### src/rtl/fp16_pkg.sv
// Shared fp16 definitions: field widths, special encodings and the accumulator state set.
package fp16_pkg;

    localparam int unsigned FP16_W        = 16;
    localparam logic [15:0] FP16_POS_ZERO = 16'h0000;
    localparam logic [15:0] FP16_QNAN     = 16'h7E00;

    typedef enum logic [1:0] {IDLE, ACC, DONE} state_e;

endpackage

### src/rtl/fp16_add.sv
// Combinational IEEE binary16 adder, round-to-nearest-even, with subnormals, infinities and NaN.
module fp16_add
    import fp16_pkg::*;
(
    input  logic [FP16_W-1:0] a,
    input  logic [FP16_W-1:0] b,
    output logic [FP16_W-1:0] result
);

    logic        a_nan, b_nan, a_inf, b_inf;
    logic [15:0] x, y;
    logic [4:0]  ex, ey, d;
    logic [13:0] mx, my, ysh, mask;
    logic [14:0] s;
    logic [5:0]  e;
    logic [14:0] packed_mag;
    logic        rnd, rs;

    always_comb begin
        a_nan = (&a[14:10]) && (|a[9:0]);
        b_nan = (&b[14:10]) && (|b[9:0]);
        a_inf = (&a[14:10]) && !(|a[9:0]);
        b_inf = (&b[14:10]) && !(|b[9:0]);

        // x always carries the larger magnitude so the difference never goes negative
        if (a[14:0] >= b[14:0]) begin
            x = a;
            y = b;
        end else begin
            x = b;
            y = a;
        end

        ex = (x[14:10] == 5'd0) ? 5'd1 : x[14:10];
        ey = (y[14:10] == 5'd0) ? 5'd1 : y[14:10];
        mx = {(x[14:10] != 5'd0), x[9:0], 3'b000};
        my = {(y[14:10] != 5'd0), y[9:0], 3'b000};
        d  = ex - ey;

        // Low three bits are guard, round and sticky
        mask = 14'd0;
        if (d >= 5'd14) begin
            ysh = {13'd0, |my};
        end else begin
            mask   = (14'd1 << d) - 14'd1;
            ysh    = my >> d;
            ysh[0] = ysh[0] | (|(my & mask));
        end

        if (x[15] == y[15]) s = {1'b0, mx} + {1'b0, ysh};
        else                s = {1'b0, mx} - {1'b0, ysh};

        e = {1'b0, ex};
        if (s[14]) begin
            s = {1'b0, s[14:2], s[1] | s[0]};
            e = e + 6'd1;
        end
        for (int i = 0; i < 13; i++) begin
            if (!s[13] && (e > 6'd1)) begin
                s = s << 1;
                e = e - 6'd1;
            end
        end

        rnd = s[2] & (s[1] | s[0] | s[3]);
        // Rounding carry ripples from fraction into exponent, covering subnormal->normal and overflow
        packed_mag = {(s[13] ? e[4:0] : 5'd0), s[12:3]} + {14'd0, rnd};

        rs = (s == 15'd0) ? (x[15] & y[15]) : x[15];

        if (a_nan || b_nan)      result = FP16_QNAN;
        else if (a_inf && b_inf) result = (a[15] != b[15]) ? FP16_QNAN : a;
        else if (a_inf)          result = a;
        else if (b_inf)          result = b;
        else if (e >= 6'd31)     result = {rs, 5'h1f, 10'h000};
        else                     result = {rs, packed_mag};
    end

endmodule

### src/rtl/fp16_accum_ctrl.sv
// Streams len fp16 elements through one fp16_add into an accumulator and hands out the sum.
module fp16_accum_ctrl
    import fp16_pkg::*;
#(
    parameter int unsigned LEN_W = 8
) (
    input  logic              clk,
    input  logic              rst_n,
    input  logic              start,
    input  logic [LEN_W-1:0]  len,
    input  logic              abort,
    output logic              busy,
    input  logic [FP16_W-1:0] in_data,
    input  logic              in_valid,
    output logic              in_ready,
    output logic [FP16_W-1:0] out_data,
    output logic              out_valid,
    input  logic              out_ready
);

    state_e             state_q;
    logic [FP16_W-1:0]  acc_q;
    logic [LEN_W-1:0]   cnt_q;
    logic [LEN_W-1:0]   len_q;
    logic [FP16_W-1:0]  sum;

    fp16_add u_add (
        .a      (acc_q),
        .b      (in_data),
        .result (sum)
    );

    always_ff @(posedge clk or negedge rst_n) begin
        if (!rst_n) begin
            state_q <= IDLE;
            acc_q   <= FP16_POS_ZERO;
            cnt_q   <= '0;
            len_q   <= '0;
        end else if (abort) begin
            state_q <= IDLE;
            acc_q   <= FP16_POS_ZERO;
            cnt_q   <= '0;
        end else begin
            unique case (state_q)
                IDLE: begin
                    if (start) begin
                        len_q   <= len;
                        acc_q   <= FP16_POS_ZERO;
                        cnt_q   <= '0;
                        state_q <= (len != '0) ? ACC : DONE;
                    end
                end
                ACC: begin
                    if (in_valid) begin
                        acc_q <= sum;
                        cnt_q <= cnt_q + LEN_W'(1);
                        if (cnt_q == len_q - LEN_W'(1)) state_q <= DONE;
                    end
                end
                DONE: begin
                    if (out_ready) state_q <= IDLE;
                end
                default: state_q <= IDLE;
            endcase
        end
    end

    // Handshake strobes are masked by abort in the same cycle so nothing is accepted or delivered
    assign busy      = (state_q != IDLE);
    assign in_ready  = (state_q == ACC) && !abort;
    assign out_valid = (state_q == DONE) && !abort;
    assign out_data  = acc_q;

endmodule

### config.mk
export PLATFORM = sky130hd
export DESIGN_NAME = fp16_accum_ctrl
export DESIGN_NICKNAME = d
export VERILOG_FILES = /design/src/rtl/fp16_pkg.sv /design/src/rtl/fp16_add.sv /design/src/rtl/fp16_accum_ctrl.sv
export SDC_FILE = /design/constraint.sdc
export NUM_CORES = 1
export LEC_CHECK = 0
export CAP_MARGIN = 5
export CORE_MARGIN = 2
export CORE_UTILIZATION = 63
export DETAILED_ROUTE_END_ITERATION = 8
export GPL_TIMING_DRIVEN = 0
export PLACE_DENSITY = 0.82
export SYNTH_ARGS = -nofsm -noshare
export SYNTH_HDL_FRONTEND = slang
export SYNTH_HIERARCHICAL = 1
export SYNTH_SLANG_ARGS = --single-unit
export TNS_END_PERCENT = 1
### constraint.sdc
create_clock -name clk -period 31.9 [get_ports clk]
set_input_delay 6.38 -clock clk [delete_from_list [all_inputs] [get_ports clk]]
set_output_delay 6.38 -clock clk [all_outputs]
set_load 0.01 [all_outputs]
==> metrics.txt <==
# TYPE chip_impl_metric gauge
chip_impl_metric{name="dp_hpwl",unit="mm"} 32.48
chip_impl_info{name="run_status",value="complete, no violations"} 1
chip_impl_metric{name="timing.hold.ws",unit="ns"} 0.5365
chip_impl_metric{name="num_clock_sinks",unit=""} 34
chip_impl_metric{name="wl_per_cell",unit="µm"} 20.01
chip_impl_metric{name="instance_count_of_the_mapped_netlist",unit=""} 1835
chip_impl_metric{name="cts_inserted_buffers",unit=""} 5
chip_impl_metric{name="drcViolationCount",unit=""} 0
chip_impl_metric{name="netlist_area",unit="mm²"} 0.01299
chip_impl_metric{name="maxSlewHeadroom",unit="%"} 30.08
chip_impl_metric{name="synth_top_cell_area_share",unit="%"} 9.557
chip_impl_metric{name="clkLatencyLatePin",unit="ns"} 0.28
chip_impl_metric{name="worstMarginPinSlew",unit="ns"} 1.038
chip_impl_metric{name="drtAntennaViolNets",unit=""} 0
chip_impl_metric{name="post_synth_num_cell_types",unit=""} 131
chip_impl_metric{name="grt_first_pass_wirelength",unit="mm"} 69.42
chip_impl_info{name="path_common_cell",value="sky130_fd_sc_hd__nor2_4"} 1
chip_impl_metric{name="grt_remaining_overflow",unit=""} 0
chip_impl_metric{name="initial_utilization",unit="%"} 64.19
chip_impl_metric{name="part_of_the_yosys_area_used_for_sequential_elements",unit="%"} 6.551
chip_impl_metric{name="final_cell_area",unit="mm²"} 0.01553
chip_impl_metric{name="post-route-min-period",unit="ns"} 31.00
chip_impl_metric{name="cts-root-to-sink-buffers",unit=""} 2
chip_impl_metric{name="placementRows",unit=""} 52
chip_impl_metric{name="crit_path_max_fanout",unit=""} 19
chip_impl_metric{name="drtIter0Drc",unit=""} 1367
chip_impl_metric{name="cts_hold_repair.buffers",unit=""} 0
chip_impl_metric{name="num-nets-final",unit=""} 2061
chip_impl_metric{name="floorplan.die.width",unit="µm"} 147.6
chip_impl_info{name="class_of_the_most_critical_setup_path",value="input pin to flop"} 1
chip_impl_metric{name="total_count_of_max_transition_violations_in_the_final_report",unit=""} 0
chip_impl_metric{name="portBuffers",unit=""} 48
chip_impl_metric{name="worstPathArrival",unit="ns"} 31.19
chip_impl_metric{name="max_clock_freq",unit="MHz"} 32.26
chip_impl_metric{name="antenna_cells",unit=""} 0
chip_impl_metric{name="core_region_area",unit="mm²"} 0.02023
chip_impl_metric{name="vias",unit=""} 15290
chip_impl_metric{name="ys_seq_elements",unit=""} 34
chip_impl_metric{name="drt_wl_total",unit="mm"} 44.56
chip_impl_info{name="worstSetupEndpointType",value="flop"} 1
chip_impl_metric{name="skew",unit="ns"} 0.004229
chip_impl_info{name="ys_top_cells_by_area",value="sky130_fd_sc_hd__mux2i_1, sky130_fd_sc_hd__ha_1, sky130_fd_sc_hd__dfrtp_1, sky130_fd_sc_hd__nand2_1, sky130_fd_sc_hd__nor2_1"} 1
chip_impl_metric{name="route.detailed.vias_per_inst",unit=""} 6.867
chip_impl_metric{name="syn_area_per_cell",unit="µm²"} 7.078
chip_impl_info{name="yosys_top_cell_by_area",value="sky130_fd_sc_hd__mux2i_1"} 1
chip_impl_metric{name="endpoints_failing_hold",unit=""} 0
chip_impl_info{name="hold_class",value="flop to flop"} 1
chip_impl_metric{name="asr_flop_ratio_synth",unit="%"} 100.0
chip_impl_metric{name="synth_enable_flop_cells",unit=""} 0
chip_impl_metric{name="nets_in_the_synthesized_netlist",unit=""} 1940
chip_impl_metric{name="fillCellCount",unit=""} 1540
chip_impl_metric{name="die-area",unit="mm²"} 0.02178
chip_impl_metric{name="detail_route.first_pass.iterations",unit=""} 7
chip_impl_info{name="clock_tree_from_tritoncts",value="yes"} 1
chip_impl_metric{name="cts.clk_slew.worst_paths",unit="ns"} 0.05
chip_impl_metric{name="gp_routability_congestion",unit=""} 1.058
chip_impl_metric{name="ioPinCount",unit=""} 49
chip_impl_info{name="synth_common_cells",value="sky130_fd_sc_hd__nand2_1, sky130_fd_sc_hd__nor2_1, sky130_fd_sc_hd__a21oi_1"} 1
chip_impl_metric{name="ctsHtreeMaxLevel",unit=""} 2
chip_impl_metric{name="crit_path_max_incr_delay",unit="ns"} 0.57
chip_impl_info{name="most_repeated_cell_in_the_gate_level_netlist_after_synthesis",value="sky130_fd_sc_hd__nand2_1"} 1
chip_impl_metric{name="initial_antenna_violation_count",unit=""} 0
chip_impl_metric{name="cp.required",unit="ns"} 32.10
chip_impl_info{name="postSynth.topFlopCell",value="sky130_fd_sc_hd__dfrtp_1"} 1
chip_impl_metric{name="grt_util_all_layers",unit="%"} 37.66
chip_impl_metric{name="floorplan.die.height",unit="µm"} 147.6
chip_impl_metric{name="finalSetupViolCount",unit=""} 0
chip_impl_info{name="critPathSlowestCell",value="sky130_fd_sc_hd__fa_2"} 1
chip_impl_metric{name="synth-warning-count",unit=""} 6
chip_impl_metric{name="maxCapViolations",unit=""} 0
chip_impl_metric{name="post-route-period-util",unit="%"} 97.16
chip_impl_metric{name="placed_cell_area",unit="mm²"} 0.01403
chip_impl_metric{name="largest_net_degree_at_the_start_of_global_routing",unit=""} 35
chip_impl_info{name="start_kind",value="input pin"} 1
chip_impl_metric{name="area_delta_synth_final",unit="%"} 19.55
chip_impl_metric{name="final_layout_size_suffix_gt1_share",unit="%"} 21.77
chip_impl_metric{name="number_of_global_route_vias_before_repair",unit=""} 13810
chip_impl_info{name="clock_tree.root_cell",value="sky130_fd_sc_hd__clkbuf_16"} 1
==> area by class of cell <==
class	instances	area (µm²)	share of cell area, %
multi-input combinational	1634	12210	78.64
sequential	34	850.8	5.480
tap	270	337.8	2.176
clock inverter	2	60.06	0.3868
clock buffer	6	138.9	0.8945
timing repair buffer	119	963.4	6.205
buffer	82	663.1	4.271
inverter	80	301.5	1.942
==> registers in the layout, summed over array words and instances, names as in the netlist <==
signal and cells:
out_data 16, cnt_q 8, len_q 8, state_q 2
==> final timing paths <==
| kind | depth (start not counted) | endpoint | startpoint | slack [ns] |
|---|---|---|---|---|
| worst max-delay path | 141 | out_data[12] | in_data[4] | 0.90 |
| max in group asynchronous | 1 | cnt_q[3] | rst_n | 25.27 |
| min in group asynchronous | 1 | cnt_q[1] | rst_n | 6.16 |
| worst min-delay path | 1 | cnt_q[7] | cnt_q[7] | 0.54 |
| worst min register to register | 1 | cnt_q[7] | cnt_q[7] | 0.54 |
| worst max register to register | 140 | out_data[12] | out_data[0] | 6.53 |
==> worst max-delay path, delay by kind of cell <==
| family | cells | cell delay, ns |
|---|---|---|
| compound gates | 37 | 6.14 |
| fa+ha+maj | 18 | 4.30 |
| simple gates | 41 | 5.62 |
| buf+inv | 31 | 4.58 |
| xor+xnor | 4 | 0.89 |
| mux | 10 | 3.15 |
==> layer usage <==
| metal | wire length [µm] | track usage (%) | up-vias | part of all wire, % |
|---|---|---|---|---|
| li1 | - | - | 7164 | - |
| met1 | 18950 | 52.17 | 7179 | 43 |
| met2 | 20270 | 62.19 | 819 | 45 |
| met3 | 3865 | 4.599 | 131 | 8.7 |
| met4 | 1464 | 9.904 | 0 | 3.3 |
| met5 | 0 | 0 | - | 0 |
==> cells in the final DEF (no fill, tap or decap), types with 11 or more instances in the layout <==
| cell | netlist | final |
|---|---|---|
| sky130_fd_sc_hd__ha_1 | 73 | 50 |
| sky130_fd_sc_hd__o21ai_1 | 13 | 13 |
| sky130_fd_sc_hd__nand4_1 | 17 | 17 |
| sky130_fd_sc_hd__dfrtp_1 | 34 | 34 |
| sky130_fd_sc_hd__ha_4 | 0 | 12 |
| sky130_fd_sc_hd__o31ai_1 | 24 | 24 |
| sky130_fd_sc_hd__mux2_2 | 36 | 34 |
| sky130_fd_sc_hd__clkdlybuf4s50_1 | 0 | 32 |
| sky130_fd_sc_hd__o211ai_1 | 32 | 32 |
| sky130_fd_sc_hd__nor4_1 | 18 | 17 |
| sky130_fd_sc_hd__a21o_1 | 14 | 14 |
| sky130_fd_sc_hd__or2_2 | 16 | 16 |
| sky130_fd_sc_hd__o21bai_1 | 11 | 11 |
| sky130_fd_sc_hd__a21boi_0 | 11 | 11 |
| sky130_fd_sc_hd__buf_2 | 16 | 13 |
| sky130_fd_sc_hd__nor3_1 | 42 | 40 |
| sky130_fd_sc_hd__clkbuf_1 | 30 | 15 |
| sky130_fd_sc_hd__nand2b_1 | 20 | 20 |
| sky130_fd_sc_hd__clkbuf_2 | 0 | 15 |
| sky130_fd_sc_hd__nor2b_1 | 12 | 12 |
| sky130_fd_sc_hd__nor2_2 | 3 | 11 |
| sky130_fd_sc_hd__a21oi_1 | 130 | 120 |
| sky130_fd_sc_hd__nor2_1 | 192 | 172 |
| sky130_fd_sc_hd__or3_1 | 21 | 21 |
| sky130_fd_sc_hd__buf_4 | 15 | 87 |
| sky130_fd_sc_hd__and2_1 | 28 | 26 |
| sky130_fd_sc_hd__buf_6 | 13 | 20 |
| sky130_fd_sc_hd__o2111ai_1 | 11 | 11 |
| sky130_fd_sc_hd__mux2i_1 | 124 | 122 |
| sky130_fd_sc_hd__nand2_1 | 210 | 204 |
| sky130_fd_sc_hd__nand3_1 | 46 | 44 |
| sky130_fd_sc_hd__a31oi_1 | 32 | 29 |
| sky130_fd_sc_hd__a211oi_1 | 23 | 20 |
| sky130_fd_sc_hd__o21ai_0 | 127 | 119 |
| sky130_fd_sc_hd__and3_1 | 14 | 14 |
| sky130_fd_sc_hd__o21a_1 | 21 | 21 |
| sky130_fd_sc_hd__nor2_4 | 0 | 12 |
| sky130_fd_sc_hd__ha_2 | 0 | 11 |
| sky130_fd_sc_hd__xnor2_1 | 49 | 38 |
| sky130_fd_sc_hd__inv_1 | 78 | 70 |
==> stage by stage <==
step                TNS (ns)  setup WS, ns  cells  utilization (%)
floorplan                  0       0.03910   1835                -
global placement      -67.09        -4.668   2153            69.39
detailed placement    -73.79        -5.082   2153            69.36
CTS                        0       0.01715   2203            74.20
global route         -0.5710       -0.2345   2227            76.73
finish                     0        0.9046   2227            76.73
==> what timing repair did <==
item / in CTS / in global routing
resized for setup: 115 / 115
setup endpoints to repair: 16 / 16
endpoints found under the hold margin: 0 / 0
pin swaps: 32 / 39
buffers inserted: 44 / 27
==> cells by family (layout without fill, tap and decap cells) <==
kind of cell / after synthesis / in the layout / share of synthesized area, %
AOI/OAI and AO/OA: 621 / 621 / 34.02
buffers and inverters: 167 / 289 / 6.262
DFF: 34 / 34 / 6.551
xor gates and xnor gates: 64 / 64 / 4.643
adders and majority gates: 75 / 75 / 7.341
muxes: 175 / 175 / 14.62
and+or+nand+nor: 699 / 699 / 26.56
Power is left out: the tool's default activity adds up to more than one toggle a clock period on the data nets, which glitch-free logic cannot reach.
